## src/rtl/parity_pkg.sv

```systemverilog
// Shared types and mode constants for the streaming parity generator
// and its word-parity helper.
package parity_pkg;

   typedef enum logic [1:0] {
      IDLE  = 2'd0,
      ACCUM = 2'd1,
      HOLD  = 2'd2
   } state_e;

   localparam logic PAR_EVEN = 1'b0;
   localparam logic PAR_ODD  = 1'b1;

endpackage

```

## src/rtl/parity_reduce.sv

```systemverilog
// Combinational word parity: XOR reduction over all DATA_W bits.
// Generalised form of the old fixed 16-bit parity block.
module parity_reduce #(
   parameter int DATA_W = 16
) (
   input  logic [DATA_W-1:0] data_i,
   output logic              par_o
);

   assign par_o = ^data_i;

endmodule

```

## src/rtl/parity_stream_gen.sv

```systemverilog
// Frame-level parity generator over valid/ready streams: one parity bit and a
// saturating word count per frame. Define PARITY_CHECK_EN to add parity checking.
module parity_stream_gen
   import parity_pkg::*;
#(
   parameter int DATA_W = 16,
   parameter int CNT_W  = 8
) (
   input  logic              clk_i,
   input  logic              rst_i,
   input  logic              s_valid_i,
   output logic              s_ready_o,
   input  logic [DATA_W-1:0] s_data_i,
   input  logic              s_last_i,
   input  logic              odd_i,
`ifdef PARITY_CHECK_EN
   input  logic              s_par_i,
   output logic              m_err_o,
   output logic [CNT_W-1:0]  err_cnt_o,
`endif
   output logic              m_valid_o,
   input  logic              m_ready_i,
   output logic              m_parity_o,
   output logic [CNT_W-1:0]  m_words_o,
   output logic              m_ovf_o
);

   localparam logic [CNT_W-1:0] CNT_MAX = '1;
   localparam logic [CNT_W-1:0] CNT_ONE = CNT_W'(1);

   function automatic logic [CNT_W-1:0] sat_inc(input logic [CNT_W-1:0] v);
      return (v == CNT_MAX) ? v : v + CNT_ONE;
   endfunction

   state_e             state_q, state_d;
   logic               acc_q, acc_d;
   logic [CNT_W-1:0]   cnt_q, cnt_d;
   logic               mode_q, mode_d;
   logic               par_q, par_d;
   logic [CNT_W-1:0]   words_q, words_d;
   logic               ovf_q, ovf_d;
   logic               wpar, accept, out_hs, start, cont, res_par;

   parity_reduce #(.DATA_W(DATA_W)) u_reduce (
      .data_i (s_data_i),
      .par_o  (wpar)
   );

   assign s_ready_o = (state_q != HOLD) | m_ready_i;
   assign m_valid_o = (state_q == HOLD);
   assign accept    = s_valid_i & s_ready_o;
   assign out_hs    = m_valid_o & m_ready_i;
   // In HOLD an accept implies the result handshake, so a new frame starts there too.
   assign start     = accept & (state_q != ACCUM);
   assign cont      = accept & (state_q == ACCUM);

   always_comb begin
      state_d = state_q;
      acc_d   = acc_q;
      cnt_d   = cnt_q;
      mode_d  = mode_q;
      par_d   = par_q;
      words_d = words_q;
      ovf_d   = ovf_q;
      res_par = 1'b0;
      if (start) begin
         ovf_d   = 1'b0;
         mode_d  = odd_i;
         res_par = wpar ^ odd_i;
         if (s_last_i) begin
            state_d = HOLD;
            par_d   = res_par;
            words_d = CNT_ONE;
         end else begin
            state_d = ACCUM;
            acc_d   = wpar;
            cnt_d   = CNT_ONE;
         end
      end else if (cont) begin
         // ovf_q doubles as the in-frame overflow flag; the output is don't-care until HOLD.
         if (cnt_q == CNT_MAX) ovf_d = 1'b1;
         res_par = acc_q ^ wpar ^ mode_q;
         if (s_last_i) begin
            state_d = HOLD;
            par_d   = res_par;
            words_d = sat_inc(cnt_q);
         end else begin
            acc_d = acc_q ^ wpar;
            cnt_d = sat_inc(cnt_q);
         end
      end else if (out_hs) begin
         state_d = IDLE;
      end
   end

   always_ff @(posedge clk_i or posedge rst_i) begin
      if (rst_i) begin
         state_q <= IDLE;
         acc_q   <= 1'b0;
         cnt_q   <= '0;
         mode_q  <= PAR_EVEN;
         par_q   <= 1'b0;
         words_q <= '0;
         ovf_q   <= 1'b0;
      end else begin
         state_q <= state_d;
         acc_q   <= acc_d;
         cnt_q   <= cnt_d;
         mode_q  <= mode_d;
         par_q   <= par_d;
         words_q <= words_d;
         ovf_q   <= ovf_d;
      end
   end

   assign m_parity_o = par_q;
   assign m_words_o  = words_q;
   assign m_ovf_o    = ovf_q;

`ifdef PARITY_CHECK_EN
   logic             err_q, err_d;
   logic [CNT_W-1:0] err_cnt_q, err_cnt_d;

   always_comb begin
      err_d     = err_q;
      err_cnt_d = err_cnt_q;
      if ((start | cont) & s_last_i) err_d = (res_par != s_par_i);
      if (out_hs & err_q) err_cnt_d = sat_inc(err_cnt_q);
   end

   always_ff @(posedge clk_i or posedge rst_i) begin
      if (rst_i) begin
         err_q     <= 1'b0;
         err_cnt_q <= '0;
      end else begin
         err_q     <= err_d;
         err_cnt_q <= err_cnt_d;
      end
   end

   assign m_err_o   = err_q;
   assign err_cnt_o = err_cnt_q;
`endif

endmodule

```

## config.mk

```make
export PLATFORM = sky130hd
export DESIGN_NAME = parity_stream_gen
export DESIGN_NICKNAME = d
export VERILOG_FILES = /design/src/rtl/parity_pkg.sv /design/src/rtl/parity_reduce.sv /design/src/rtl/parity_stream_gen.sv
export SDC_FILE = /design/constraint.sdc
export NUM_CORES = 1
export LEC_CHECK = 0
export CORE_MARGIN = 2
export CORE_UTILIZATION = 45
export CTS_BUF_LIST = sky130_fd_sc_hd__clkbuf_4
export CTS_CLUSTER_SIZE = 20
export DETAILED_ROUTE_END_ITERATION = 16
export PLACE_DENSITY = 0.88
export RECOVER_POWER = 50
export SKIP_LAST_GASP = 1
export SYNTH_ARGS = -nofsm -noshare
export SYNTH_HDL_FRONTEND = slang
export SYNTH_HIERARCHICAL = 1
export SYNTH_SLANG_ARGS = --single-unit
```

## constraint.sdc

```tcl
create_clock -name clk_i -period 1.8 [get_ports clk_i]
set_clock_uncertainty 0.2 [all_clocks]
set_input_delay 0.36 -clock clk_i [delete_from_list [all_inputs] [get_ports clk_i]]
set_output_delay 0.36 -clock clk_i [all_outputs]
set_load 0.01 [all_outputs]
```

=== Word-level counts from Yosys, hierarchy flattened ===
Index checks and enable logic that the tools add are counted.

* Word-level logic and storage cells: 59
* Register bits: 22
* Output and inout port bits: 12
* Input port bits: 22

* Multiplexer cells: 25
* Reduce and logical (&&, ||, !) cells: 8
* Equality and inequality tests: 10
* Bitwise gates (word level): 8
* $add $sub $neg: 1

{| class="wikitable"
|+ Operators by type and width
! cell !! number
|-
| 8-bit two-way mux || 9
|-
| 16-bit parity || 1
|-
| 1-bit two-way mux || 11
|-
| 2-bit two-way mux || 5
|-
| 2-bit inequality test, second input constant || 5
|-
| 8-bit by 1-bit adder with 8-bit output, second input constant || 1
|-
| 8-bit == test, second input constant || 1
|-
| 3-bit AND reduction || 2
|-
| 1-bit bitwise AND || 4
|-
| 2-bit AND reduction || 2
|-
| 2-bit nonzero test || 2
|-
| 3-bit inequality test, second input constant || 1
|-
| 3-bit nonzero test || 1
|-
| 1-bit XOR || 3
|-
| 2-bit by 1-bit == test with 1-bit output, second input constant || 1
|-
| 2-bit == test, second input constant || 1
|-
| 2-bit by 1-bit inequality test with 1-bit output, second input constant || 1
|-
| 1-bit bitwise OR || 1
|}

=== Depth between registers and ports, before layout ===
Gate-level depths: netlist (run 1).

* Depth in word-level cells: 6
* Depth in mapped cells: 6
* Depth with buffers taken out: 6

=== By module ===
Netlist (run 1), hierarchy kept.

{| class="wikitable"
|+ By module, submodules not included
! module !! area an instance (sq um) !! sequential area each (sq um) !! cells each !! instances
|-
| parity_stream_gen || 1182.4 || 550.5 || 126 || 1
|-
| parity_reduce || 131.4 || 0.0 || 15 || 1
|}

=== Worst setup path after synthesis (run 1) ===
No wires, ideal clock.

* Path kind: in2reg
* Start point: in s_data_i[5]
* End point: reg par_q, in the netlist m_parity_o
* Stages: 6
* Data arrival time: 1454 ps
* Path buffers: 0
* Setup time: 87 ps
* Slack: 60 ps
* Required time: 1513 ps
* Cell sequence: xor2_1 -> xnor2_1 -> xnor2_1 -> xnor2_1 -> or3_1 -> o211ai_1

* Word-level cells in the longest chain between the ends: 6
* Elaborated cells on any way between the ends: 8
* Classes of those cells: mux (4); bitwise (3); reduce/logical (1)

{| class="wikitable"
|+ RTL lines
! what !! line !! source
|-
| start, declared || parity_stream_gen.sv:13 || <nowiki>input logic [DATA_W-1:0] s_data_i,</nowiki>
|-
| 16-bit parity * || parity_reduce.sv:10 || <nowiki>assign par_o = ^data_i;</nowiki>
|-
| net wpar || parity_stream_gen.sv:42 || <nowiki>logic wpar, accept, out_hs, start, cont, res_par;</nowiki>
|-
| 1-bit XOR (2 in series) || parity_stream_gen.sv:82 || <nowiki>res_par = acc_q ^ wpar ^ mode_q;</nowiki>
|-
| 1-bit two-way mux || parity_stream_gen.sv:83 || <nowiki>if (s_last_i) begin</nowiki>
|-
| 1-bit two-way mux || parity_stream_gen.sv:79 || <nowiki>end else if (cont) begin</nowiki>
|-
| 1-bit two-way mux * || parity_stream_gen.sv:66 || <nowiki>if (start) begin</nowiki>
|-
| end signal, assigned || parity_stream_gen.sv:110 || <nowiki>par_q <= par_d;</nowiki>
|-
| end, declared || parity_stream_gen.sv:39 || <nowiki>logic par_q, par_d;</nowiki>
|}

Mark *: on every way through the listed nets, which the timed path passes. The rest lies on a longest branch. The select of a mux whose other input is x is not followed.
A chain may end at the register's enable or synchronous reset.

=== Final worst setup path (run 1) ===
* Start point: reg state_q[1]
* End point: reg cnt_q[1]

* Word-level cells in the longest chain between the ends: 6
* Elaborated cells on any way between the ends: 12
* Classes of those cells: eq/ne (5); mux (1); bitwise (4); reduce/logical (2)

{| class="wikitable"
|+ RTL lines
! what !! line !! source
|-
| start, declared || parity_stream_gen.sv:35 || <nowiki>state_e state_q, state_d;</nowiki>
|-
| start signal, assigned || parity_stream_gen.sv:106 || <nowiki>state_q <= state_d;</nowiki>
|-
| 2-bit inequality test || parity_stream_gen.sv:49 || <nowiki>assign s_ready_o = (state_q != HOLD) | m_ready_i;</nowiki>
|-
| 1-bit bitwise OR || parity_stream_gen.sv:49 ||
|-
| 1-bit bitwise AND || parity_stream_gen.sv:51 || <nowiki>assign accept = s_valid_i & s_ready_o;</nowiki>
|-
| 1-bit bitwise AND (on tied branches) || parity_stream_gen.sv:55, parity_stream_gen.sv:54 ||
|-
| 2-bit inequality test (no line) or 2-bit nonzero test (tied branches) || - ||
|-
| 3-bit AND reduction (no line) || - ||
|-
| end signal, assigned || parity_stream_gen.sv:108 || <nowiki>cnt_q <= cnt_d;</nowiki>
|-
| end, declared || parity_stream_gen.sv:37 || <nowiki>logic [CNT_W-1:0] cnt_q, cnt_d;</nowiki>
|}

Several ways; a longest one is shown, not always the timed one.

==> key figures, run 1 <==
Floorplan
  – Core area: 2760 µm²
  – Die area: 3370 µm²
  – Die height: 58.0 µm
  – Starting Density: 47.6%
  – Top Ports: 34
  – Die Span X: 58.0 µm
  – # rows: 19

Worst setup path
  – CP max stage cell: dfrtp_1
  – Slowest stage delay, CP: 0.42 ns
  – Reg2reg end: cnt_q[1]$_DFFE_PP0P_
  – Crit path from: state_q[1]$_DFFE_PP0P_
  – Cell Chain, Critical Path: buf_4 -> nor3b_4 -> buf_6 -> nor3_4 -> o31ai_2 -> a22o_1
  – Setup crit end kind: register
  – CP Depth: 6
  – Cell family with most CP delay: simple AND/OR/NAND/NOR gates
  – Reg2reg start: state_q[1]$_DFFE_PP0P_
  – Reg2Reg Setup Slack: 0.02 ns
  – Crit path capture: cnt_q[1]$_DFFE_PP0P_
  – Worst reg2reg path depth: 6
  – Worst Path Max Fanout: 5
  – Crit path launch type: register
  – Critical path buffers and inverters: 2
  – Worst path arrival time: roughly 1.8 ns
  – Critical path type: reg -> reg
  – Worst EP required: 1.81 ns

STA
  – Hold_ws: between 0.2 and 0.25 ns
  – Setup TNS: 0 ns
  – Final worst-path cycle share: 98.8%
  – Max_slew headroom: 63.9%
  – Worst-Margin Slew: 0.541 ns
  – RSZ-0062 raised after global routing: true
  – Final hold vios: 0
  – Setup Viol. Count Final: 0
  – Maximum clock rate: 562 MHz
  – Slew Limit Fails: 0
  – Setup WS post-layout: 0.0217 ns
  – Fin crit period: 1.78 ns

Synth
  – Number of synthesized register bits: 22
  – Post-Syn Area per Cell: 9.32 µm²
  – Cell Area, Synth: approximately 1300 µm²
  – Post-synth EDFFs: 0
  – Yosys cell types: slightly above 40
  – Syn Nets: 164
  – Sequential area share after synthesis: 41.9%
  – Prevailing post-synth register cell: dfrtp_1
  – Async set-or-reset flop fraction in the synthesized netlist: 100%
  – Cells after synthesis: 141
  – Warnings from Yosys: 6

Power
  – Sequential Power Share: 41.5%
  – Max IR drop VDD: approximately 0.55 mV
  – Sw Ratio: 34.8%
  – Clk pwr share: approximately 14%
  – P_int: between 1 and 1.5 mW
  – Static Leak: 0.991 nW
  – Power, Total: approximately 1.6 mW
  – P per Cell Area: 836 nW/µm²
  – Combinational power share: between 40% and 50%
  – Switch Pwr: 0.571 mW

Job
  – MaxCap Viol Count: 0

Cells and area
  – Layout cell share with drive strength beyond 1: 24.6%
  – Post-route cell area: 1960 µm²
  – Final net count: 227
  – Synth-to-Final Area Change: 49.5%
  – N_diodes: 0
  – Non-Filler Instances: 234
  – Util after Layout: 71.2%

Global route
  – Initial antenna violation count: 0
  – Vias in the first global route: ~1300
  – Pin count of the biggest net entering global routing: 23
  – Gr ovfl total: 0
  – Total GRT Usage: 21.2%
  – First-pass GRT wire length: 5.62 mm

Worst hold path
  – Hold Path Class: in -> reg

Clock tree
  – Hold-fix buffers, CTS: 0
  – Clock buffer depth: 2
  – CTS Buf Count: 3
  – Clock sink count: 22
  – Clock Root Buffer: clkbuf_4
  – CTS tree: built
  – Clock Latency Late Sink: 0.31 ns
  – Clock-pin slew on the worst setup and hold paths: around 0.13 ns
  – CTS H-tree depth: 1

Detailed routing
  – Iteration-0 DRC Markers: 46
  – Drt wl/cell: roughly 15 µm
  – Routed vias: around 1300
  – DRT Wirelength: 3.46 mm
  – First-pass DRT Iterations: 4
  – Post-route ant nets: 0
  – Remaining DRCs: 0
  – Drt via density: 5.61

Placed design
  – # port buffers: 33
  – Placed Instances: approximately 220
  – Placed cell area: ~1800 µm²
  – Pre-CTS setup slack: -0.514 ns
  – RePlAce Congestion: 0.851
  – Dpl hpwl: approximately 2.5 mm

Run status
  – Status: completed
synth_stat cells (2+ instances only):
cell / instances / area share, %
dfrtp_1: 22 / 42
nand2_1: 21 / 6.0
xnor2_1: 16 / 11
o21ai_0: 11 / 4.2
a21oi_1: 9 / 3.4
nor2_1: 6 / 1.7
nand3_1: 5 / 1.9
a31oi_1: 4 / 1.9
buf_2: 4 / 1.5
mux2i_1: 4 / 3.0
inv_1: 3 / 0.86
nor3_1: 3 / 1.1
and3_1: 2 / 0.95
nand2b_1: 2 / 0.95
nand4_1: 2 / 0.95
o31ai_1: 2 / 1.1
routing by layer:
layer	GRT usage, %	vias to the layer above	share of wire (%)
li1	-	630	-
met1	23.5	609	40
met2	40.6	61	53
met3	2.68	12	5.9
met4	7.97	0	1.6
met5	0	-	0
worst min path at each step:
stage,to,slack (ns),start,depth (start not counted)
floorplan,acc_q$_DFFE_PP0P_,0.15,rst_i,1
CTS,acc_q$_DFFE_PP0P_,0.18,rst_i,3
finish,state_q[1]$_DFFE_PP0P_,0.23,m_ready_i,4
global route,state_q[1]$_DFFE_PP0P_,0.25,m_ready_i,4
global placement,m_words_o[2]$_DFFE_PP0P_,0.26,m_words_o[2]$_DFFE_PP0P_,2
detailed placement,m_words_o[4]$_DFFE_PP0P_,0.27,m_words_o[4]$_DFFE_PP0P_,2
layout make-up:
cell class | count | area, µm²
Sequential cell | 22 | 551
Clock buffer | 3 | 22.5
Timing Repair Buffer | 63 | 551
Fill cell | 211 | 793
Clock inverter | 1 | 3.75
Tap cell | 31 | 38.8
Multi-Input combinational cell | 110 | 783
Inverter | 4 | 15.0
layout by cell type (no fill, tap or decap), drive strengths merged, types with 2 or more instances in the layout:
master | netlist | layout
a21oi | 9 | 9
a31oi | 4 | 4
and3 | 2 | 2
buf | 5 | 29
clkbuf | 0 | 5
clkdlybuf4s50 | 0 | 5
dfrtp | 22 | 22
dlygate4sd2 | 0 | 18
dlymetal6s2s | 0 | 8
inv | 4 | 4
mux2i | 4 | 4
nand2 | 21 | 21
nand2b | 2 | 2
nand3 | 6 | 6
nand4 | 2 | 2
nor2 | 7 | 7
nor3 | 4 | 4
o21ai | 12 | 12
o31ai | 3 | 3
xnor2 | 16 | 16
flip-flops by register name, indices dropped and copies added (netlist names):
name	cells
m_ovf_o	1
cnt_q	8
mode_q	1
m_parity_o	1
state_q	2
m_words_o	8
acc_q	1
worst register-to-register path, cell delays in order, from the launching register on:
cell,delay (ns)
dfrtp_1,0.42
buf_4,0.13
nor3b_4,0.15
buf_6,0.14
nor3_4,0.30
o31ai_2,0.12
a22o_1,0.21
logic make-up after synthesis:
| logic type | Yosys count | share of synthesized area [%] |
|---|---|---|
| xor gates and xnor gates | 17 | 11.3 |
| AOI/OAI and AO/OA | 38 | 19.0 |
| and+or+nand+nor | 50 | 20.5 |
| buffers and inverters | 9 | 3.24 |
| DFF | 22 | 41.9 |
| muxes | 4 | 3.05 |
| adders and majority gates | 1 | 0.952 |
power by group through the flow:
stage | clock network [mW] | registers [mW] | logic (mW)
2_1_floorplan | 0 | 0.700 | 0.342
3_3_place_gp | 0 | 0.684 | 0.641
3_5_place_dp | 0 | 0.693 | 0.671
4_1_cts | 0.235 | 0.679 | 0.699
5_1_grt | 0.255 | 0.692 | 0.790
6_report | 0.236 | 0.682 | 0.724
timing repair:
action	in CTS	in global routing
pin swaps	18	7
cloned	1	0
endpoints found under the setup margin	5	21
buffers inserted	5	3
gates resized for setup	21	23
No activity file was read; power rests on OpenSTA's default activity.
==> inputs of run 2 (changes only) <==
--- a/config.mk
+++ b/config.mk
@@ -6,11 +6,11 @@
 export NUM_CORES = 1
 export LEC_CHECK = 0
 export CORE_MARGIN = 2
-export CORE_UTILIZATION = 45
+export CORE_UTILIZATION = 28
 export CTS_BUF_LIST = sky130_fd_sc_hd__clkbuf_4
 export CTS_CLUSTER_SIZE = 20
 export DETAILED_ROUTE_END_ITERATION = 16
-export PLACE_DENSITY = 0.88
+export PLACE_DENSITY = 0.63
 export RECOVER_POWER = 50
 export SKIP_LAST_GASP = 1
 export SYNTH_ARGS = -nofsm -noshare
==> key figures, run 2 (same netlist as run 1, synthesis figures left out) <==
Cells and area
  – Post-route cell area: 1950 µm²
  – N_diodes: 0
  – Most common cell after layout, fill and taps aside: buf_4
  – Layout cell share with drive strength beyond 1: 23.2%
  – Most frequent cells in the layout: buf_4, nand2_1, dfrtp_1
  – Final net count: ~230
  – Synth-to-Final Area Change: 48.4%
  – Util after Layout: around 44%

STA
  – Worst-Margin Slew: 0.569 ns
  – Max_slew headroom: around 62%
  – Fin crit period: 1.76 ns
  – Slew Limit Fails: 0
  – Maximum clock rate: 569 MHz
  – Setup Viol. Count Final: 0
  – Setup WS post-layout: 0.0418 ns
  – Final hold vios: 0
  – Final worst-path cycle share: 97.7%
  – RSZ-0062 raised after global routing: true

Floorplan
  – Core area: 4440 µm²
  – Top Ports: 34
  – Starting Density: 29.6%
  – Die Span X: 72.5 µm
  – # rows: 24
  – Die area: 5260 µm²
  – Die height: 72.5 µm

Global route
  – Total GRT Usage: 12.2%
  – Gr ovfl total: 0
  – Vias in the first global route: 1187
  – First-pass GRT wire length: between 5 and 6 mm
  – Initial antenna violation count: 0
  – Pin count of the biggest net entering global routing: 23

Clock tree
  – Clock Latency Late Sink: 0.31 ns
  – CTS tree: built
  – CTS H-tree depth: 1
  – Clock sink count: 22
  – Clock Root Buffer: clkbuf_4
  – Clock buffer depth: 2
  – Hold-fix buffers, CTS: 0
  – CTS Buf Count: 3
  – Clock-pin slew on the worst setup and hold paths: 0.13 ns

Worst setup path
  – Critical path type: in -> out
  – Setup crit end kind: output pin
  – Reg2reg end: m_words_o[3]$_DFFE_PP0P_
  – Worst Path Max Fanout: 2
  – Crit path launch type: primary input
  – Worst reg2reg path depth: 5
  – Worst EP required: 1.24 ns
  – Reg2reg start: cnt_q[1]$_DFFE_PP0P_
  – Worst path arrival time: 1.20 ns
  – Reg2Reg Setup Slack: roughly 0.05 ns
  – Slowest stage delay, CP: 0.45 ns
  – Cell Chain, Critical Path: clkdlybuf4s50_1 -> nor3b_4 -> inv_2 -> clkbuf_2
  – CP max stage cell: clkdlybuf4s50_1

Power
  – Combinational power share: 44.4%
  – Max IR drop VDD: 0.342 mV
  – P_int: 1.08 mW
  – Sequential Power Share: 41.3%
  – Sw Ratio: 32.9%
  – Switch Pwr: about 0.53 mW
  – Clk pwr share: around 14%
  – Static Leak: 0.990 nW
  – P per Cell Area: 829 nW/µm²

Detailed routing
  – Post-route ant nets: 0
  – Drt via density: 4.84
  – Remaining DRCs: 1
  – Drt wl/cell: 11.9 µm
  – Iteration-0 DRC Markers: 84
  – DRT Wirelength: 3.04 mm
  – First-pass DRT Iterations: 10
  – Routed vias: 1234

Run status
  – Status: finished, violations left
  – Failing checks: DRC

Placed design
  – Dpl hpwl: 2.30 mm
  – # port buffers: 33
  – Placed cell area: about 1800 µm²
  – Pre-CTS setup slack: -0.433 ns
  – RePlAce Congestion: 0.840

Worst hold path
  – Hold path cells: 2
  – Hold Path Class: reg -> reg
  – Hold endpoint: m_words_o[2]$_DFFE_PP0P_
  – Hold path startpoint: m_words_o[2]$_DFFE_PP0P_

Job
  – MaxCap Viol Count: 0
-- run 2: metrics by stage --
step / std cells / TNS, ns / power, mW / hold slack [ns]
after floorplan: 141 / 0 / 1.04 / 0.149
after global placement: 243 / -4.21 / 1.35 / 0.262
after detailed placement: 243 / -4.42 / 1.36 / 0.264
after CTS: 251 / -0.177 / 1.61 / 0.174
after global routing: 255 / -0.147 / 1.74 / 0.305
final: 255 / 0 / 1.62 / 0.282
-- run 2: worst max-delay path, delay by kind of cell --
family,cells,cell delay (ns)
buf+inv,3,0.62
simple gates,1,0.21
-- run 2: what timing repair did --
action	in CTS	in global routing
buffers inserted	4	4
resized for setup	21	19
hold endpoints to repair	0	0
setup endpoints to repair	4	24
pin swaps	17	3
-- run 2: worst max-delay path by stage --
stage                              start                        to  slack, ns  cells after the start
finish                         m_ready_i                 s_ready_o       0.04                      4
global route        cnt_q[1]$_DFFE_PP0P_  m_words_o[3]$_DFFE_PP0P_      -0.04                      5
CTS                            m_ready_i                 s_ready_o      -0.12                      4
detailed placement           s_data_i[8]    m_parity_o$_DFFE_PP0P_      -0.43                      7
global placement             s_data_i[8]    m_parity_o$_DFFE_PP0P_      -0.41                      7
floorplan                    s_data_i[5]    m_parity_o$_DFFE_PP0P_       0.06                      6
-- run 2: power by group through the flow --
stage          clock network (mW)  registers [mW]  logic, mW
2_1_floorplan                   0           0.700      0.342
3_3_place_gp                    0           0.683      0.666
3_5_place_dp                    0           0.685      0.672
4_1_cts                     0.244           0.670      0.694
5_1_grt                     0.271           0.683      0.787
6_report                    0.231           0.667      0.718
-- run 2: layout make-up --
type	instances	area, µm²
clock buffer	3	22.5
inverter	4	15.0
timing repair buffer	63	548
multi-input combinational	110	742
fill	445	2490
sequential	22	553
tap	52	65.1
clock inverter	1	3.75
-- run 2: per-layer routing --
layer  vias up  GRT usage (%)  routed length (µm)
li1        630              -                   -
met1       562           16.9                1400
met2        40           19.5                1450
met3         2           1.94                 171
met4         0           3.70                  14
met5         -              0                   0
